### src/rtl/run_controller.sv
// run_controller
// Host-side sequencer for the 9-bit RISC CPU top level. It performs these steps
// for each run:
//   1. Preload data memory from a write stream.
//   2. Hold the CPU in start for START_CYCLES cycles.
//   3. Release the CPU and count cycles until cpu_done, or until TIMEOUT.
//   4. Freeze the CPU again and stream a window of data memory out as results.
//
// Ports
//   clk          clock, all state on rising edge
//   reset        asynchronous active-low reset
//   go           begin a run (honoured only in IDLE or DONE)
//   dump_base    first dump address, latched on accepted go
//   dump_len     dump word count 0..256, latched on accepted go
//   ld_valid/ld_ready/ld_addr/ld_data/ld_last   preload write stream
//   dm_own       1 = controller owns the data-memory port
//   dm_wr_en/dm_addr/dm_wr_data                 data-memory write/address
//   dm_rd_data   combinational read data for dm_addr
//   cpu_start    CPU start/reset input (1 = held)
//   cpu_done     CPU done flag
//   res_valid/res_ready/res_addr/res_data       result dump stream
//   busy         1 in LOAD/START/RUN/DUMP
//   finished     1 in DONE
//   timed_out    last run hit TIMEOUT
//   cycle_count  RUN cycles of last/current run (saturating)
module run_controller #(
  parameter int unsigned START_CYCLES = 2,
  parameter logic [31:0] TIMEOUT      = 32'd65535
) (
  input  logic        clk,
  input  logic        reset,
  input  logic        go,
  input  logic [7:0]  dump_base,
  input  logic [8:0]  dump_len,
  input  logic        ld_valid,
  output logic        ld_ready,
  input  logic [7:0]  ld_addr,
  input  logic [7:0]  ld_data,
  input  logic        ld_last,
  output logic        dm_own,
  output logic        dm_wr_en,
  output logic [7:0]  dm_addr,
  output logic [7:0]  dm_wr_data,
  input  logic [7:0]  dm_rd_data,
  output logic        cpu_start,
  input  logic        cpu_done,
  output logic        res_valid,
  input  logic        res_ready,
  output logic [7:0]  res_addr,
  output logic [7:0]  res_data,
  output logic        busy,
  output logic        finished,
  output logic        timed_out,
  output logic [31:0] cycle_count
);

  localparam logic [2:0] S_IDLE  = 3'd0;
  localparam logic [2:0] S_LOAD  = 3'd1;
  localparam logic [2:0] S_START = 3'd2;
  localparam logic [2:0] S_RUN   = 3'd3;
  localparam logic [2:0] S_DUMP  = 3'd4;
  localparam logic [2:0] S_DONE  = 3'd5;

  localparam logic [31:0] START_LAST = 32'(START_CYCLES - 1);

  logic [2:0]  state_q, state_d;
  logic [7:0]  base_q, base_d;
  logic [8:0]  len_q, len_d;
  logic [8:0]  idx_q, idx_d;
  logic [31:0] scnt_q, scnt_d;
  logic [31:0] cyc_q, cyc_d;
  logic        to_q, to_d;

  logic [7:0]  dump_addr;
  logic        in_load, in_start, in_run, in_dump, in_done;

  assign in_load  = (state_q == S_LOAD);
  assign in_start = (state_q == S_START);
  assign in_run   = (state_q == S_RUN);
  assign in_dump  = (state_q == S_DUMP);
  assign in_done  = (state_q == S_DONE);

  // Address arithmetic is 8-bit, so a window crossing 0xff wraps naturally.
  assign dump_addr = base_q + idx_q[7:0];

  always_comb begin
    state_d = state_q;
    base_d  = base_q;
    len_d   = len_q;
    idx_d   = idx_q;
    scnt_d  = scnt_q;
    cyc_d   = cyc_q;
    to_d    = to_q;
    case (state_q)
      S_IDLE, S_DONE: begin
        if (go) begin
          base_d  = dump_base;
          len_d   = dump_len;
          to_d    = 1'b0;
          cyc_d   = '0;
          state_d = S_LOAD;
        end
      end
      S_LOAD: begin
        // ld_ready is constantly high here, so ld_valid alone means accepted.
        if (ld_valid && ld_last) begin
          scnt_d  = '0;
          state_d = S_START;
        end
      end
      S_START: begin
        if (scnt_q == START_LAST) begin
          state_d = S_RUN;
        end else begin
          scnt_d = scnt_q + 32'd1;
        end
      end
      S_RUN: begin
        // cpu_done wins over the timeout check in the same cycle.
        if (cpu_done) begin
          idx_d   = '0;
          state_d = S_DUMP;
        end else if (cyc_q == TIMEOUT) begin
          to_d    = 1'b1;
          idx_d   = '0;
          state_d = S_DUMP;
        end else if (cyc_q != 32'hffff_ffff) begin
          cyc_d = cyc_q + 32'd1;
        end
      end
      S_DUMP: begin
        if (len_q == 9'd0) begin
          state_d = S_DONE;
        end else if (res_ready) begin
          if (idx_q == len_q - 9'd1) begin
            state_d = S_DONE;
          end else begin
            idx_d = idx_q + 9'd1;
          end
        end
      end
      default: state_d = S_IDLE;
    endcase
  end

  always_ff @(posedge clk or negedge reset) begin
    if (!reset) begin
      state_q <= S_IDLE;
      idx_q   <= '0;
      scnt_q  <= '0;
      cyc_q   <= '0;
      to_q    <= 1'b0;
    end else begin
      state_q <= state_d;
      idx_q   <= idx_d;
      scnt_q  <= scnt_d;
      cyc_q   <= cyc_d;
      to_q    <= to_d;
    end
  end

  // Dump window settings are plain data; they are always rewritten on go
  // before use, so they carry no reset.
  always_ff @(posedge clk) begin
    base_q <= base_d;
    len_q  <= len_d;
  end

  assign ld_ready    = in_load;
  assign dm_own      = in_load | in_start | in_dump;
  assign dm_wr_en    = in_load & ld_valid;
  assign dm_addr     = in_load ? ld_addr : (in_dump ? dump_addr : 8'h00);
  assign dm_wr_data  = in_load ? ld_data : 8'h00;
  // The CPU only runs in RUN; every other state keeps it held.
  assign cpu_start   = ~in_run;
  assign res_valid   = in_dump & (len_q != 9'd0);
  assign res_addr    = in_dump ? dump_addr : 8'h00;
  assign res_data    = res_valid ? dm_rd_data : 8'h00;
  assign busy        = in_load | in_start | in_run | in_dump;
  assign finished    = in_done;
  assign timed_out   = to_q;
  assign cycle_count = cyc_q;

endmodule

### config.mk
export PLATFORM = sky130hd
export DESIGN_NAME = run_controller
export DESIGN_NICKNAME = d
export VERILOG_FILES = /design/src/rtl/run_controller.sv
export SDC_FILE = /design/constraint.sdc
export NUM_CORES = 1
export LEC_CHECK = 0
export ABC_CLOCK_PERIOD_IN_PS = 5200
export BUFFER_PORTS_ARGS = -buffer_cell sky130_fd_sc_hd__buf_2
export CAP_MARGIN = 0
export CORE_MARGIN = 4
export CORE_UTILIZATION = 45
export DETAILED_ROUTE_END_ITERATION = 10
export HOLD_SLACK_MARGIN = 0.06
export PLACE_DENSITY_LB_ADDON = 0.1
export SYNTH_ARGS = -nofsm -noshare
export SYNTH_HDL_FRONTEND = slang
export SYNTH_SLANG_ARGS = --single-unit
### constraint.sdc
create_clock -name clk -period 5.2 [get_ports clk]
set_input_delay 0.26 -clock clk [delete_from_list [all_inputs] [get_ports clk]]
set_output_delay 0.26 -clock clk [all_outputs]
set_load 0.02 [all_outputs]
After elaboration in Yosys (flattened, before gate mapping)
Cells that the tools add are included.
{ "op_classes": {"bitwise": 7, "reduce_logical": 14, "eq_ne": 23, "n_mux": 31, "addsub": 5} }
{ "ops": {"columns": ["operator", "count"], "rows": [
  ["$mux 32", 6],
  ["$pmux 32 s2", 2],
  ["$add 32x1->32 const B", 2],
  ["$mux 9", 5],
  ["$eq 32x1->1 const B", 1],
  ["$eq 32x16->1 const B", 1],
  ["$mux 8", 4],
  ["$ne 32x32->1 const B", 1],
  ["$mux 3", 8],
  ["$pmux 9 s2", 1],
  ["$pmux 3 s5", 1],
  ["$ne 2x2->1 const B", 7],
  ["$reduce_and 5->1", 2],
  ["$add 9x1->9 const B", 1],
  ["$eq 9x9->1", 1],
  ["$logic_not 9->1", 1],
  ["$reduce_bool 9->1", 1],
  ["$sub 9x1->9 const B", 1],
  ["$add 8x8->8", 1],
  ["$ne 2x1->1 const B", 4],
  ["$eq 3x2->1 const B", 2],
  ["$eq 3x3->1 const B", 2],
  ["$ne 3x2->1 const B", 2],
  ["$reduce_and 6->1", 1],
  ["other kinds (14)", 22]
]} }
{ "totals": {"reg_bits": 94, "in_bits": 48, "wordCells": 87} }

Depth between registers and ports, before layout
{ "logic_depth": {"depth_word": 6, "ltp_mapped": 10, "mapped_depth_nobuf": 9} }

Worst setup path after synthesis
No wires, ideal clock.
{ "synth_timing": {"path_kind": "register to output", "start": "register idx_q[1]", "end": "output dm_addr[7]", "path_stages_with_launch": 9, "arrival_time_ns": 2.275, "required_ns": 4.940, "slack_ns": 2.665, "cell_sequence": "dfrtp_1 ha_1 a21o_1 a21oi_1 o21bai_1 a2111oi_0 nor3_1 xnor2_1 o21ai_0"} }
{ "synth_via": {"elab_chain_cells": 3} }
{ "synth_rtl": {"columns": ["item", "line", "text"], "rows": [
  ["start: declaration", "69", "logic [8:0] idx_q, idx_d;"],
  ["start signal: assignment", "155", "idx_q <= idx_d;"],
  ["$add 8x8->8", "84", "assign dump_addr = base_q + idx_q[7:0];"],
  ["$mux 8 (2 in a row)", "172", "assign dm_addr = in_load ? ld_addr : (in_dump ? dump_addr : 8'h00);"],
  ["end: declaration", "42", "output logic [7:0] dm_addr,"]
]} }
No other way between the ends.

Worst setup path after layout
Same ends and word-level chain as after synthesis.

==> parameters.txt <==
Parameter                              Value

Run status
  Run status    finished clean

GRT
  Total Routing Usage GR    19.5%
  Number of antenna violations at the first check in global routing    0
  Global-route wire length before repair    21.0 mm
  Grt total ovfl    0
  Pin count of the biggest net entering global routing    a little under 80
  Number of global-route vias before repair    4305

Timing
  Final slew viol count    0
  Worst slew pin tran    1100 ps
  Final count of hold timing violations    0
  Final Cycle Share    between 50% and 60%
  Final Critical Period    2950 ps
  Maximum clock skew at final layout    between 6 and 7 ps
  Total Neg Setup Slack    0 ps
  Worst hold slack    70.3 ps
  RSZ-0062 raised after global routing    false
  Highest achievable clock rate    0.339 GHz
  Total setup violations reported at the end of the flow    0
  Slew HR    26.3%

Power and ir drop
  Reported net switching power    0.000894 W
  Fraction of power consumed by the clock network    a little over a quarter
  Sw Share    a little under two fifths
  Seq pwr share    39.9%
  Worst VDD drop    around 170 uV
  Proportion of power drawn by combinational gates    approximately a third
  Power per cell area    370 mW/mm2
  Pint    0.00146 W
  Leakage power summed over all cells    3.05 nW

Setup path
  Buf+Inv Stages, Crit Path    1
  CP max FO    6
  Category of the worst setup path capture point    output pin
  CP max-delay cell    sky130_fd_sc_hd__dfrtp_1
  Endpoint arrival time on the critical path    2690 ps
  Register-to-register setup slack    between 2000 and 2500 ps
  Worst r2r path cells    3
  Slowest stage delay, CP    between 400 and 500 ps
  Top Family by Delay on Critical Path    compound AO/OA/AOI/OAI gates
  Kind of critical path    flop to output pin
  Cell chain of the critical path    ha_1, a21o_1, a21oi_1, o21bai_1, a2111oi_0, nor3_1, xnor2_1, o21ai_0, buf_2
  Startpoint of the worst register-to-register path    state_q[0]$_DFFE_PN0P_
  CP startpoint kind    flop
  Required arrival time at the worst endpoint    4940 ps
  Capture point of the worst reg-to-reg path    scnt_q[9]$_DFFE_PN0P_

Finish
  Post-Layout Cell Count    about 820
  N_diodes    0
  Total Nets Final    approximately 740
  Final core utilization    55.1%
  Post-synthesis to final-layout area growth    18.9%
  Fraction of final layout cells with drive strength greater than 1    21.9%

Die
  Initial Utilization    between 40% and 50%
  Standard-cell row count    39
  Placeable core area    between 0.01 and 0.015 mm2
  Chip width    117 um
  Vert. Die Dim    between 100 and 150 um
  Top-level I/O count    120
  Overall die area    roughly 0.014 mm2

Placed design
  Placer's final routability congestion estimate    about 0.83
  Count of input and output buffers    approximately 120
  Detailed-placement wirelength estimate    approximately 9.5 mm
  Placed instance count    808

CTS
  Post-cts gate resize count    0
  Root buffer selected by CTS    sky130_fd_sc_hd__clkbuf_16
  Number of H-tree levels    3
  Number of clock sinks seen by CTS    94
  Post-cts hold buffer count    0
  Clock tree from TritonCTS    done
  Maximum root-to-sink buffer count    2
  Buffers inserted during post-CTS setup optimization    0
  Insertion delay to the later sink of the worst-skew pair    350 ps
  Num CTS Buffers    9
  Clock transition at the registers of the reported paths    60 ps

Route
  Total wire length    12.8 mm
  Post-detailed-route wirelength per cell    15.5 um
  Final antenna-violating net count    0
  Via count    about 4500
  Routed via count divided by cell count    5.50
  Drt first-iter violations    215
  Total DRC errors in the routed layout    0
  Length of the first detailed-routing pass in iterations    4

Logic synthesis
  Number of enable-type register cells in the synthesized netlist    17
  Count of state elements after synthesis    between 90 and 100
  Async SR Flop Fraction    81.9%
  Post-Synthesis Net Count    621
  Post-synthesis instance area    0.00534 mm2
  Yosys warning count    0
  Cell type with the largest total area after synthesis    sky130_fd_sc_hd__dfrtp_1
  Number of distinct standard cells referenced by the synthesized netlist    59
  Post-synthesis instance total    560
  Avg Cell Area, Syn    9.54 um2
  Share of synthesized area occupied by flip-flops and latches    45.6%
  Area share of the largest cell type after synthesis    36.1%
  Ranking of synthesized cells by area    sky130_fd_sc_hd__dfrtp_1 (36%), sky130_fd_sc_hd__edfxtp_1 (9.6%), sky130_fd_sc_hd__xor2_1 (7.7%)
  Most instantiated flip-flop cell in the synthesis netlist    sky130_fd_sc_hd__dfrtp_1

Hold path
  Worst min-delay path class    input pin to async pin

Run
  Max-cap violations    0
worst reg2reg max path, cell delays in order (launching register included):
cell                      delay, ps
sky130_fd_sc_hd__dfrtp_1        580
sky130_fd_sc_hd__nor3b_2        950
sky130_fd_sc_hd__and3_1         980
sky130_fd_sc_hd__a21oi_1        120
worst max-delay path by stage:
stage	start	to	slack (ps)	cells after the start
after floorplan	idx_q[1]$_DFFE_PN0P_	dm_addr[7]	2670	8
after global placement	state_q[2]$_DFFE_PN0P_	scnt_q[6]$_DFFE_PN0P_	2470	3
after detailed placement	state_q[2]$_DFFE_PN0P_	scnt_q[26]$_DFFE_PN0P_	2340	3
after CTS	idx_q[1]$_DFFE_PN0P_	dm_addr[7]	2230	9
after global routing	idx_q[1]$_DFFE_PN0P_	dm_addr[7]	2050	9
final	idx_q[1]$_DFFE_PN0P_	dm_addr[7]	2250	9
final cells by class:
class | count | area, um2
multi-input cells | 438 | 2800
clock inverters | 6 | 47.5
repair buffers | 120 | 606
clock buffers | 10 | 229
fillers | 1058 | 5170
flip-flops and latches | 94 | 2440
well taps | 143 | 179
inverters | 13 | 48.8
flip-flops by register name (all words and copies together), names as in the netlist:
signal       flops
idx_q            9
timed_out        1
scnt_q          32
state_q          3
cycle_count     32
len_q            9
base_q           8
power by group through the flow:
stage	Sequential [W]	Combinational [W]	Clock (W)
floorplan	0.000903	0.000598	0
CTS	0.000939	0.000812	0.000638
global placement	0.000946	0.000802	0
finish	0.000939	0.000799	0.000613
detailed placement	0.000952	0.000810	0
global route	0.000956	0.000892	0.000673
per-layer routing:
metal,vias to the layer above,track usage (%),wire length (um)
met3,14,5.14,868
met1,2133,26.6,5970
met4,0,5.73,179
li1,2235,-,-
met5,-,0,0
met2,148,30.6,5790
synthesized netlist by cell type, drive strengths merged, types with 4 or more instances:
master and n:
and3 10, or3b 4, or3 9, xor2 47, o21a 5, o21bai 4
o211ai 4, inv 13, nor3 11, and2 27, buf 5, a21oi 14
nor3b 4, a21o 8, edfxtp 17, o31ai 5, o21ai 16, dfrtp 77
a31oi 5, clkbuf 10, xnor2 24, and4 7, nor4 14, or4 4
ha 12, nand2 38, nor2 75, nor2b 7, nand4 22, nand3 31
cells in the final DEF (no fill, tap or decap), types with 14 or more instances in the layout:
| cell type | netlist | final |
|---|---|---|
| sky130_fd_sc_hd__buf_2 | 3 | 118 |
| sky130_fd_sc_hd__dfrtp_1 | 77 | 77 |
| sky130_fd_sc_hd__nor2_1 | 75 | 75 |
| sky130_fd_sc_hd__xor2_1 | 47 | 47 |
| sky130_fd_sc_hd__nand2_1 | 38 | 38 |
| sky130_fd_sc_hd__nand3_1 | 31 | 31 |
| sky130_fd_sc_hd__and2_1 | 25 | 25 |
| sky130_fd_sc_hd__xnor2_1 | 24 | 24 |
| sky130_fd_sc_hd__nand4_1 | 22 | 22 |
| sky130_fd_sc_hd__edfxtp_1 | 17 | 17 |
| sky130_fd_sc_hd__nor4_1 | 14 | 14 |
| sky130_fd_sc_hd__a21oi_1 | 14 | 14 |
| sky130_fd_sc_hd__o21ai_0 | 14 | 14 |
stage by stage:
step / area (um2) / setup WS [ps] / total power (W)
CTS: 6350 / 2230 / 0.00239
global placement: 6070 / 2470 / 0.00175
global route: 6350 / 2050 / 0.00252
detailed placement: 6070 / 2340 / 0.00176
finish: 6350 / 2250 / 0.00235
floorplan: 5340 / 2670 / 0.00150
logic make-up after synthesis:
family | Yosys count | share of synthesized area, %
flops | 94 | 45.6
fa+ha+maj | 13 | 3.18
simple gates | 273 | 27.0
compound gates | 77 | 9.72
mux | 4 | 0.773
xor+xnor | 71 | 11.6
buf+inv | 28 | 2.11
(Power assumes the default switching activity.)
